### src/rtl/uart_prog_pkg.sv
// Shared definitions for the UART program loader.
//  - prog_state_t : dialogue state of the loader
//  - msg_type_t   : which outgoing message the generator is producing
//  - tx_phase_t   : per-byte handshake phase toward uart_tx
//  - message lengths, fixed ASCII text fragments, hex_ascii() helper
package uart_prog_pkg;

  typedef enum logic [2:0] {
    ST_SEND_INIT = 3'd0,
    ST_RCV_SIZE  = 3'd1,
    ST_ECHO_SIZE = 3'd2,
    ST_RCV_DATA  = 3'd3,
    ST_SEND_DONE = 3'd4,
    ST_RCV_ADDR  = 3'd5,
    ST_FINISHED  = 3'd6
  } prog_state_t;

  typedef enum logic [1:0] {
    MSG_INIT = 2'd0,
    MSG_ECHO = 2'd1,
    MSG_DONE = 2'd2
  } msg_type_t;

  typedef enum logic [1:0] {
    TX_WAIT_IDLE = 2'd0,
    TX_STROBE    = 2'd1,
    TX_WAIT_DONE = 2'd2
  } tx_phase_t;

  localparam int INIT_MSG_LEN = 40;
  localparam int DONE_MSG_LEN = 57;
  localparam int ECHO_MSG_LEN = 4;

  // Text fragments; character 0 of each string sits in the most significant byte.
  localparam int INIT_PREFIX_LEN = 32;
  localparam int DONE_HEAD_LEN   = 17;
  localparam int DONE_MID_LEN    = 23;
  localparam logic [8*INIT_PREFIX_LEN-1:0] INIT_PREFIX = "ready for flash starting from 0x";
  localparam logic [8*DONE_HEAD_LEN-1:0]   DONE_HEAD   = "finished write 0x";
  localparam logic [8*DONE_MID_LEN-1:0]    DONE_MID    = " bytes starting from 0x";

  // Lowercase ASCII hex digit for a nibble.
  function automatic logic [7:0] hex_ascii(input logic [3:0] nibble);
    logic [7:0] digit;
    if (nibble < 4'd10) begin
      digit = 8'h30 + {4'h0, nibble};
    end else begin
      digit = 8'h57 + {4'h0, nibble};
    end
    return digit;
  endfunction

endpackage

### src/rtl/uart_prog_msg_gen.sv
// Combinational ASCII generator for the loader's outgoing messages.
//  msg_type : MSG_INIT (40 B), MSG_ECHO (4 B size, MSB first), MSG_DONE (57 B)
//  idx      : byte index within the message
//  size     : received region size
//  addr     : current region start address
//  msg_byte : ASCII byte at position idx
module uart_prog_msg_gen
  import uart_prog_pkg::*;
(
  input  msg_type_t   msg_type,
  input  logic [5:0]  idx,
  input  logic [31:0] size,
  input  logic [31:0] addr,
  output logic [7:0]  msg_byte
);

  int i_s;
  assign i_s = int'(idx);

  // Nibble k of a word, k=0 being the most significant nibble.
  function automatic logic [3:0] nibble_at(input logic [31:0] w, input int k);
    return 4'(w >> (4 * (7 - k)));
  endfunction

  // Select the character for the current message position.
  always_comb begin
    msg_byte = 8'h00;
    case (msg_type)
      MSG_INIT: begin
        if (i_s < INIT_PREFIX_LEN) begin
          msg_byte = 8'(INIT_PREFIX >> (8 * (INIT_PREFIX_LEN - 1 - i_s)));
        end else begin
          msg_byte = hex_ascii(nibble_at(addr, i_s - INIT_PREFIX_LEN));
        end
      end
      MSG_ECHO: begin
        case (idx[1:0])
          2'd0:    msg_byte = size[31:24];
          2'd1:    msg_byte = size[23:16];
          2'd2:    msg_byte = size[15:8];
          default: msg_byte = size[7:0];
        endcase
      end
      MSG_DONE: begin
        // Layout: head(17) size-hex(8) mid(23) addr-hex(8) newline(1)
        if (i_s < DONE_HEAD_LEN) begin
          msg_byte = 8'(DONE_HEAD >> (8 * (DONE_HEAD_LEN - 1 - i_s)));
        end else if (i_s < DONE_HEAD_LEN + 8) begin
          msg_byte = hex_ascii(nibble_at(size, i_s - DONE_HEAD_LEN));
        end else if (i_s < DONE_HEAD_LEN + 8 + DONE_MID_LEN) begin
          msg_byte = 8'(DONE_MID >> (8 * (DONE_MID_LEN - 1 - (i_s - DONE_HEAD_LEN - 8))));
        end else if (i_s < DONE_MSG_LEN - 1) begin
          msg_byte = hex_ascii(nibble_at(addr, i_s - (DONE_HEAD_LEN + 8 + DONE_MID_LEN)));
        end else begin
          msg_byte = 8'h0a;
        end
      end
      default: msg_byte = 8'h00;
    endcase
  end

endmodule

### src/rtl/uart_prog_loader.sv
// UART program loader: holds the core in reset, runs the flashing dialogue
// with the host over uart_rx/uart_tx, writes received bytes into memory and
// finally releases the core.
//  clk_i, rst_i (async, active-high)
//  rx_data_i/rx_valid_i           : bytes from uart_rx (no flow control)
//  tx_data_o/tx_valid_o/tx_busy_i : byte stream to uart_tx
//  mem_we_o/mem_addr_o/mem_be_o/mem_wdata_o : registered byte write port
//  core_reset_o                   : high until the terminating address 0 arrives
module uart_prog_loader
  import uart_prog_pkg::*;
#(
  parameter int ADDR_W = 32
)(
  input  logic              clk_i,
  input  logic              rst_i,
  input  logic [7:0]        rx_data_i,
  input  logic              rx_valid_i,
  output logic [7:0]        tx_data_o,
  output logic              tx_valid_o,
  input  logic              tx_busy_i,
  output logic              mem_we_o,
  output logic [ADDR_W-1:0] mem_addr_o,
  output logic [3:0]        mem_be_o,
  output logic [31:0]       mem_wdata_o,
  output logic              core_reset_o
);

  localparam logic [ADDR_W-1:0] ZERO_W    = {ADDR_W{1'b0}};
  localparam logic [ADDR_W-1:0] ONE_W     = ADDR_W'(1);
  localparam logic [ADDR_W-1:0] LAST_BYTE = ADDR_W'(3);

  prog_state_t       state_r, state_s, after_send_s;
  tx_phase_t         phase_r, phase_s;
  msg_type_t         msg_type_s;
  logic [5:0]        idx_r, idx_s, msg_last_s;
  logic [ADDR_W-1:0] cnt_r, cnt_s;
  logic [ADDR_W-1:0] size_r, size_s;
  logic [ADDR_W-1:0] cur_addr_r, cur_addr_s;
  logic [ADDR_W-9:0] word_r, word_s;
  logic [ADDR_W-1:0] rx_word_s, data_addr_s;
  logic [7:0]        msg_byte_s;
  logic              tx_valid_r, tx_valid_s;
  logic [7:0]        tx_data_r, tx_data_s;
  logic              mem_we_r, mem_we_s;
  logic [ADDR_W-1:0] mem_addr_r, mem_addr_s;
  logic [3:0]        mem_be_r, mem_be_s;
  logic [31:0]       mem_wdata_r, mem_wdata_s;
  logic              core_reset_r, core_reset_s;

  uart_prog_msg_gen u_msg_gen (
    .msg_type (msg_type_s),
    .idx      (idx_r),
    .size     (size_r),
    .addr     (cur_addr_r),
    .msg_byte (msg_byte_s)
  );

  // Words arrive MSB first, so each new byte shifts in at the bottom.
  assign rx_word_s = {word_r, rx_data_i};
  // Data bytes arrive last-to-first: k-th byte lands at cur_addr+size-1-k.
  assign data_addr_s = cur_addr_r + size_r - ONE_W - cnt_r;

  // Message selection, length and follow-up state for the sending states.
  always_comb begin
    msg_type_s   = MSG_INIT;
    msg_last_s   = 6'(INIT_MSG_LEN - 1);
    after_send_s = ST_RCV_SIZE;
    case (state_r)
      ST_ECHO_SIZE: begin
        msg_type_s   = MSG_ECHO;
        msg_last_s   = 6'(ECHO_MSG_LEN - 1);
        after_send_s = (size_r == ZERO_W) ? ST_SEND_DONE : ST_RCV_DATA;
      end
      ST_SEND_DONE: begin
        msg_type_s   = MSG_DONE;
        msg_last_s   = 6'(DONE_MSG_LEN - 1);
        after_send_s = ST_RCV_ADDR;
      end
      default: begin
        msg_type_s   = MSG_INIT;
        msg_last_s   = 6'(INIT_MSG_LEN - 1);
        after_send_s = ST_RCV_SIZE;
      end
    endcase
  end

  // Next-state and next-output logic for the loader dialogue.
  always_comb begin
    state_s      = state_r;
    phase_s      = phase_r;
    idx_s        = idx_r;
    cnt_s        = cnt_r;
    size_s       = size_r;
    cur_addr_s   = cur_addr_r;
    word_s       = word_r;
    tx_valid_s   = 1'b0;
    tx_data_s    = tx_data_r;
    mem_we_s     = 1'b0;
    mem_addr_s   = ZERO_W;
    mem_be_s     = 4'b0000;
    mem_wdata_s  = 32'h0000_0000;
    core_reset_s = core_reset_r;
    case (state_r)
      ST_SEND_INIT, ST_ECHO_SIZE, ST_SEND_DONE: begin
        case (phase_r)
          TX_WAIT_IDLE: begin
            if (!tx_busy_i) begin
              tx_valid_s = 1'b1;
              tx_data_s  = msg_byte_s;
              phase_s    = TX_STROBE;
            end else begin
              phase_s = TX_WAIT_IDLE;
            end
          end
          // uart_tx raises busy one cycle after the strobe, so skip a cycle.
          TX_STROBE: phase_s = TX_WAIT_DONE;
          TX_WAIT_DONE: begin
            if (!tx_busy_i) begin
              phase_s = TX_WAIT_IDLE;
              if (idx_r == msg_last_s) begin
                idx_s   = 6'd0;
                cnt_s   = ZERO_W;
                state_s = after_send_s;
              end else begin
                idx_s = idx_r + 6'd1;
              end
            end else begin
              phase_s = TX_WAIT_DONE;
            end
          end
          default: phase_s = TX_WAIT_IDLE;
        endcase
      end
      ST_RCV_SIZE: begin
        if (rx_valid_i) begin
          word_s = rx_word_s[ADDR_W-9:0];
          if (cnt_r == LAST_BYTE) begin
            size_s  = rx_word_s;
            cnt_s   = ZERO_W;
            idx_s   = 6'd0;
            state_s = ST_ECHO_SIZE;
          end else begin
            cnt_s = cnt_r + ONE_W;
          end
        end else begin
          word_s = word_r;
        end
      end
      ST_RCV_DATA: begin
        if (rx_valid_i) begin
          mem_we_s    = 1'b1;
          mem_addr_s  = {data_addr_s[ADDR_W-1:2], 2'b00};
          mem_be_s    = 4'b0001 << data_addr_s[1:0];
          mem_wdata_s = {4{rx_data_i}};
          if (cnt_r == size_r - ONE_W) begin
            cnt_s   = ZERO_W;
            idx_s   = 6'd0;
            state_s = ST_SEND_DONE;
          end else begin
            cnt_s = cnt_r + ONE_W;
          end
        end else begin
          cnt_s = cnt_r;
        end
      end
      ST_RCV_ADDR: begin
        if (rx_valid_i) begin
          word_s = rx_word_s[ADDR_W-9:0];
          if (cnt_r == LAST_BYTE) begin
            cnt_s = ZERO_W;
            if (rx_word_s == ZERO_W) begin
              core_reset_s = 1'b0;
              state_s      = ST_FINISHED;
            end else begin
              cur_addr_s = rx_word_s;
              idx_s      = 6'd0;
              state_s    = ST_SEND_INIT;
            end
          end else begin
            cnt_s = cnt_r + ONE_W;
          end
        end else begin
          word_s = word_r;
        end
      end
      ST_FINISHED: core_reset_s = 1'b0;
      default: begin
        state_s = ST_SEND_INIT;
        phase_s = TX_WAIT_IDLE;
        idx_s   = 6'd0;
      end
    endcase
  end

  // State and output registers; async reset restarts the dialogue at address 0.
  always_ff @(posedge clk_i or posedge rst_i) begin
    if (rst_i) begin
      state_r      <= ST_SEND_INIT;
      phase_r      <= TX_WAIT_IDLE;
      idx_r        <= 6'd0;
      cnt_r        <= ZERO_W;
      size_r       <= ZERO_W;
      cur_addr_r   <= ZERO_W;
      word_r       <= {(ADDR_W-8){1'b0}};
      tx_valid_r   <= 1'b0;
      tx_data_r    <= 8'h00;
      mem_we_r     <= 1'b0;
      mem_addr_r   <= ZERO_W;
      mem_be_r     <= 4'b0000;
      mem_wdata_r  <= 32'h0000_0000;
      core_reset_r <= 1'b1;
    end else begin
      state_r      <= state_s;
      phase_r      <= phase_s;
      idx_r        <= idx_s;
      cnt_r        <= cnt_s;
      size_r       <= size_s;
      cur_addr_r   <= cur_addr_s;
      word_r       <= word_s;
      tx_valid_r   <= tx_valid_s;
      tx_data_r    <= tx_data_s;
      mem_we_r     <= mem_we_s;
      mem_addr_r   <= mem_addr_s;
      mem_be_r     <= mem_be_s;
      mem_wdata_r  <= mem_wdata_s;
      core_reset_r <= core_reset_s;
    end
  end

  assign tx_data_o    = tx_data_r;
  assign tx_valid_o   = tx_valid_r;
  assign mem_we_o     = mem_we_r;
  assign mem_addr_o   = mem_addr_r;
  assign mem_be_o     = mem_be_r;
  assign mem_wdata_o  = mem_wdata_r;
  assign core_reset_o = core_reset_r;

endmodule
### config.mk
export PLATFORM = sky130hd
export DESIGN_NAME = uart_prog_loader
export DESIGN_NICKNAME = d
export VERILOG_FILES = /design/src/rtl/uart_prog_pkg.sv /design/src/rtl/uart_prog_msg_gen.sv /design/src/rtl/uart_prog_loader.sv
export SDC_FILE = /design/constraint.sdc
export NUM_CORES = 1
export LEC_CHECK = 0
export CAP_MARGIN = 20
export CORE_MARGIN = 4
export CORE_UTILIZATION = 30
export CTS_BUF_LIST = sky130_fd_sc_hd__clkbuf_16
export DETAILED_ROUTE_END_ITERATION = 7
export PLACE_DENSITY = 0.46
export SYNTH_ARGS = -nofsm -noshare
export SYNTH_HDL_FRONTEND = slang
export SYNTH_SLANG_ARGS = --single-unit
### constraint.sdc
create_clock -name clk_i -period 8.83 [get_ports clk_i]
set_input_delay 1.766 -clock clk_i [delete_from_list [all_inputs] [get_ports clk_i]]
set_output_delay 1.766 -clock clk_i [all_outputs]
set_load 0.01 [all_outputs]
==> flow_metrics.tcl, run 1 <==
set metrics [dict create \
    yosysTopAreaCell "dfrtp_1" \
    worstMarginPinSlew_ns 0.963 \
    die_area_um2 53800 \
    grt_max_degree 113 \
    cts_hold_buffers 0 \
    antenna_cells 0 \
    clock_path_buffers 2 \
    setup_viol 0 \
    synth_top_cell_area_share_pct 30.4 \
    clock-root-buffer "clkbuf_16" \
    crit_path_max_incr_delay_ns 0.71 \
    ys_async_sr_fraction_pct 100 \
    maxCapViolations 0 \
    slew_violations 0 \
    yosysSeqAreaShare_pct 30.6 \
    synth_compound_area_share_pct 20.7 \
    crit_type "reg -> reg" \
    synthMuxAreaShare_pct 5.33 \
    cts_setup_buffers 0 \
    wl_um 55400 \
    syn2layout_area_growth_pct 12.4 \
    crit_family "simple AND/OR/NAND/NOR gates" \
    row_count 81 \
    crit_fanout 53 \
    fmax_ghz 0.205 \
    synth_top_family_by_area "simple AND/OR/NAND/NOR gates" \
    cts.clk_slew.worst_paths_ns 0.07 \
    synth_fa_ha_area_share_pct 9.41 \
    maxSlewHeadroom_pct 35.8 \
    end_kind "register" \
    synth.avg_cell_area_um2 8.26 \
    cts_num_sinks 184 \
    grt-ovfl-total 0 \
    multi_input_area_um2 9220 \
    final_nets 1922 \
    gp_congestion 0.946 \
    die_h_um 232 \
    critical_path_required_ns 9.22 \
    period_minus_slack_ns 4.87 \
    crit_buf_inv 2 \
    drt_pass1_iterations 6 \
    arrival_ns 5.27 \
    ys_warn_count 0 \
    reg2reg_depth 17 \
    portBuffers 88 \
    seq_area_um2 4610 \
    synthTopCellsByArea "dfrtp_1 (30%), nand2_1 (5.6%), ha_1 (5.2%)" \
    critPathLaunchType "register" \
    grt_pass1_wl_um 84400 \
    synth_xor_area_share_pct 4.86 \
    cts_inserted_buffers 17 \
    h-tree-depth 4 \
    tns_ns 0 \
    hold_path_class "reg -> reg" \
    slowest_stage "xnor2_1" \
    yosys.area_share.simple_pct 20.8 \
    vias_per_cell 5.60 \
    outcome "finished clean" \
    grt_use_total_pct 20.5 \
    nFillCells 5247 \
    ys_types 94 \
    drt-initial-drc-count 1416 \
    ioPinCount 91 \
    synth-edff-count 0 \
    routedWlPerCell_um 22.2 \
    drc 0 \
    start_util_pct 30.6 \
    p_leak_nw 6.85 \
    post_cts_resized 0 \
    cts_tree "built" \
    cp_num_cells 17 \
    timing.final.crit_share_pct 55.2 \
    core_area_um2 49300 \
    synth-seq-cells 184 \
    die_x_um 232 \
    insertion_delay_ns 0.50 \
    place_hpwl_um 41300 \
    power_w 0.00693 \
    postRouteAntennaNets 0 \
    netlist_area_um2 15100 \
    rsz0062_at_grt "no" \
    hold_viol_final 0 \
    crit_chain "buf_4 > nor3_1 > xnor2_1 > inv_2 > ha_1 > nor2_1 > a21oi_1 > nor2_1 > nand2_1 > ha_1 > nand2_1 > nor3_1 > nand4_1 > or2_2 > nor3_1 > a31oi_1 > o221ai_1" \
    fin_worst_skew_ns 0.0154 \
    holdPathStages 1 \
    synth_cells 1822 \
    ir_drop_mv 0.177 \
    powerDensity_nw_per_um2 409 \
    cpMostUsedCell "nor3_1" \
    antenna_found_initial 2 \
    drive_gt1_share_pct 7.67 \
    grt_pass1_vias 13307 \
    vias 13939 \
    synthFlopType "dfrtp_1" \
]
-- cell type report --
cell class | count | share of cell area, %
Multi-Input combinational cell | 1344 | 54.5
Sequential cell | 184 | 27.2
Timing Repair Buffer | 112 | 6.37
Tap cell | 664 | 4.91
Inverter | 157 | 3.53
Clock buffer | 17 | 2.51
Clock inverter | 12 | 0.983
-- metal layers --
layer,track usage (%),up-vias,share of wire (%)
met4,5.92,0,2.1
met1,29.6,7011,47
met3,3.28,63,5.8
li1,-,6420,-
met5,0,-,0
met2,31.8,445,45
-- stage by stage --
step                      area (um^2)  utilization (%)  worst slack, ns  instances  hold slack [ns]
after floorplan                 15100                -             2.07       1823            0.467
after global placement          16300             33.1             4.04       2458            0.474
after detailed placement        16300             33.1             4.00       2458            0.471
after CTS                       16900             34.3             3.98       2487            0.487
after global routing            16900             34.4             3.53       2490            0.500
final                           16900             34.4             3.96       2490            0.481
-- cells in the mapped netlist, drive strengths merged (11+ instances only) --
library cell    n
nand2         223
dfrtp         183
o21ai         155
inv           153
nor2          128
a21oi          95
clkbuf         85
ha             62
nand3          55
buf            53
xnor2          49
nor3           41
mux2           33
fa             32
nor4           32
xor2           32
nand4          24
a22o           21
a31oi          21
a211oi         20
and2           19
nand2b         17
and3           16
mux4           16
o31ai          16
a21o           14
or3            14
o211ai         12
o22ai          12
nor3b          11
-- worst paths after layout --
| check | startpoint | end | slack (ns) |
|---|---|---|---|
| min | core_reset_o | core_reset_o | 0.48 |
| max | idx_r[0] | tx_data_o[4] | 3.96 |
| min in group asynchronous | rst_i | mem_addr_o[30] | 1.82 |
| max in group asynchronous | rst_i | size_r[0] | 5.87 |
| max reg2reg | idx_r[0] | tx_data_o[4] | 3.96 |
| min reg2reg | core_reset_o | core_reset_o | 0.48 |
-- report_power, final --
part	leakage, nW	switching, W	internal, W
logic	4.34	0.00274	0.00179
registers	2.23	0.000447	0.00112
clock network	0.283	0.000385	0.000445
-- registers in the layout, indices dropped and copies added (netlist names) --
signal	count
cnt_r	32
core_reset_o	1
cur_addr_r	32
idx_r	6
mem_addr_o	30
mem_be_o	4
mem_wdata_o	8
mem_we_o	1
phase_r	2
size_r	32
state_r	3
tx_data_o	8
tx_valid_o	1
word_r	24
-- cell families after synthesis --
group | after synthesis
AND/OR/NAND/NOR | 633
AO/OA/AOI/OAI | 477
buffers and inverters | 295
flip-flops | 184
adder cells (fa/ha/maj) | 94
XOR/XNOR | 82
multiplexers | 56
other | 1
-- layout by cell type, fill, tap and decap left out, types with 17 or more instances in the layout --
cell type and instances:
a211oi_1 20, a21oi_1 94, a22o_1 21, a31oi_1 21
and2_1 18, buf_4 22, clkbuf_16 17, clkdlybuf4s50_1 88
dfrtp_1 181, fa_1 32, ha_1 62, inv_1 151
mux2_2 33, nand2_1 222, nand2b_1 17, nand3_1 55
nand4_1 22, nor2_1 127, nor3_1 40, nor4_1 28
o21ai_0 145, xnor2_1 49, xor2_1 32
(Power assumes the default switching activity.)
==> inputs of run 2 (changes only) <==
Settings changed: PLACE_DENSITY 0.46 to 0.48.
Clock period 8.83 ns to 4.25 ns, I/O delays scaled along.
==> run 2 against run 1 <==
  * Utilization increased by 1.1 points
  * Critical path depth decreased by 1
  * Maximum frequency increased by 25%
  * Critical path type unchanged
  * Worst setup slack got worse by 3.6 ns
  * Cell count increased by 2.5%
==> flow_metrics.tcl, run 2 (synthesis results as in run 1) <==
set metrics [dict create \
    cts_setup_buffers 0 \
    worst_hold_startpoint "tx_data_o[7]" \
    drive_gt1_share_pct 11.2 \
    grt_use_total_pct 21.0 \
    ir_drop_mv 0.392 \
    timing.final.crit_share_pct 91.8 \
    vias 14045 \
    worstReg2RegEnd "tx_data_o[2]" \
    die_x_um 232 \
    tns_ns 0 \
    critPathLaunchType "register" \
    die_h_um 232 \
    antenna_cells 0 \
    grt-ovfl-total 0 \
    arrival_ns 4.29 \
    reg2reg_depth 16 \
    vias_per_cell 5.50 \
    powerDensity_nw_per_um2 844 \
    drt_pass1_iterations 8 \
    setup_ws_ns 0.349 \
    antenna_found_initial 2 \
    grt_max_degree 68 \
    maxCapViolations 0 \
    slew_violations 0 \
    hold_viol_final 0 \
    worstMarginPinSlew_ns 1.19 \
    outcome "finished clean" \
    maxSlewHeadroom_pct 19.7 \
    drc 0 \
    h-tree-depth 4 \
    grt_pass1_vias 13683 \
    mostFrequentLayoutCell "nand2_1" \
    preCtsSetupSlack_ns 0.140 \
    hold_path_class "reg -> reg" \
    routedWlPerCell_um 22.0 \
    p_leak_nw 7.15 \
    clock-root-buffer "clkbuf_16" \
    reg2reg_slack_ns 0.35 \
    largest_registers "cnt_r x32, cur_addr_r x32, size_r x32" \
    rsz0062_at_grt "no" \
    final_cell_mix "nand2_1 (222), dfrtp_1 (180), inv_1 (151)" \
    holdPathEnd "tx_data_o[7]" \
    portBuffers 88 \
    fmax_ghz 0.256 \
    nFillCells 5181 \
    postRouteAntennaNets 0 \
    critical_path_required_ns 4.64 \
    crit_fanout 10 \
    die_area_um2 53800 \
    multi_input_area_um2 9270 \
    core_area_um2 49300 \
    holdPathStages 2 \
    end_kind "register" \
    r2r_start "idx_r[1]" \
    drt-initial-drc-count 1502 \
    syn2layout_area_growth_pct 16.1 \
    fin_worst_skew_ns 0.0154 \
    wl_um 56200 \
    row_count 81 \
    cts_tree "built" \
    seq_area_um2 4610 \
    gp_congestion 0.929 \
    clock_path_buffers 2 \
    setup_viol 0 \
    ioPinCount 91 \
    grt_pass1_wl_um 85800 \
    insertion_delay_ns 0.50 \
    final_nets 1981 \
    crit_type "reg -> reg" \
    period_minus_slack_ns 3.90 \
    place_hpwl_um 43700 \
    cts.clk_slew.worst_paths_ns 0.08 \
    start_util_pct 30.6 \
    cts_num_sinks 184 \
    cts_inserted_buffers 17 \
]
-- run 2: area by class of cell --
cell class                 instances  area share, %
clock buffer                      17           2.43
clock inverter                    15          0.945
inverter                         157           3.39
multi-input combinational       1344           53.1
sequential                       184           26.4
tap                              664           4.75
timing repair buffer             171           9.03
-- run 2: worst max path at each step --
stage / from / endpoint / depth (start not counted)
2_1_floorplan: idx_r[0] / tx_data_o[4] / 16
3_3_place_gp: idx_r[2] / tx_data_o[2] / 14
3_5_place_dp: idx_r[1] / tx_data_o[2] / 16
4_1_cts: idx_r[1] / tx_data_o[2] / 16
5_1_grt: size_r[1] / mem_addr_o[25] / 15
6_report: idx_r[1] / tx_data_o[2] / 16
-- run 2: routing by layer --
layer / global-route usage, % / vias to the layer above / part of all wire, %
met3: 2.59 / 63 / 4.6
met5: 0 / - / 0
li1: - / 6543 / -
met1: 29.0 / 7038 / 46
met4: 6.76 / 0 / 2.5
met2: 34.2 / 401 / 47
-- run 2: worst max-delay path, stage by stage (launching register included) --
cell,delay [ns]
dfrtp_2,0.47
inv_1,0.10
ha_1,0.22
nor3b_4,0.25
xnor2_2,0.18
inv_1,0.08
ha_2,0.45
inv_1,0.10
o221ai_1,0.20
nand2_1,0.10
ha_1,0.29
nor4b_1,0.25
nand4_1,0.20
or2_2,0.36
nor3_4,0.22
a221oi_1,0.11
o32ai_1,0.23
-- run 2: metrics by stage --
step | instance area (um^2) | hold WS [ns] | instances | utilization (%) | power (W)
after floorplan | 15100 | 0.467 | 1823 | - | 0.00973
after global placement | 16900 | 0.463 | 2520 | 34.2 | 0.0129
after detailed placement | 16900 | 0.465 | 2520 | 34.2 | 0.0129
after CTS | 17400 | 0.488 | 2552 | 35.4 | 0.0147
after global routing | 17500 | 0.505 | 2552 | 35.5 | 0.0160
final | 17500 | 0.478 | 2552 | 35.5 | 0.0148
-- run 2: power breakdown --
group	switching (W)	internal (W)	total (W)	leakage [nW]
logic	0.00593	0.00399	0.00992	4.64
registers	0.000821	0.00234	0.00316	2.23
clock network	0.000849	0.000829	0.00168	0.273
total	0.00760	0.00716	0.0148	7.15
-- run 2: what timing repair did --
item | 4_1_cts | 5_1_grt
setup endpoints to repair | 0 | 8
endpoints found under the hold margin | 0 | 0
hold buffers | 0 | 0
gates resized for setup | 0 | 9
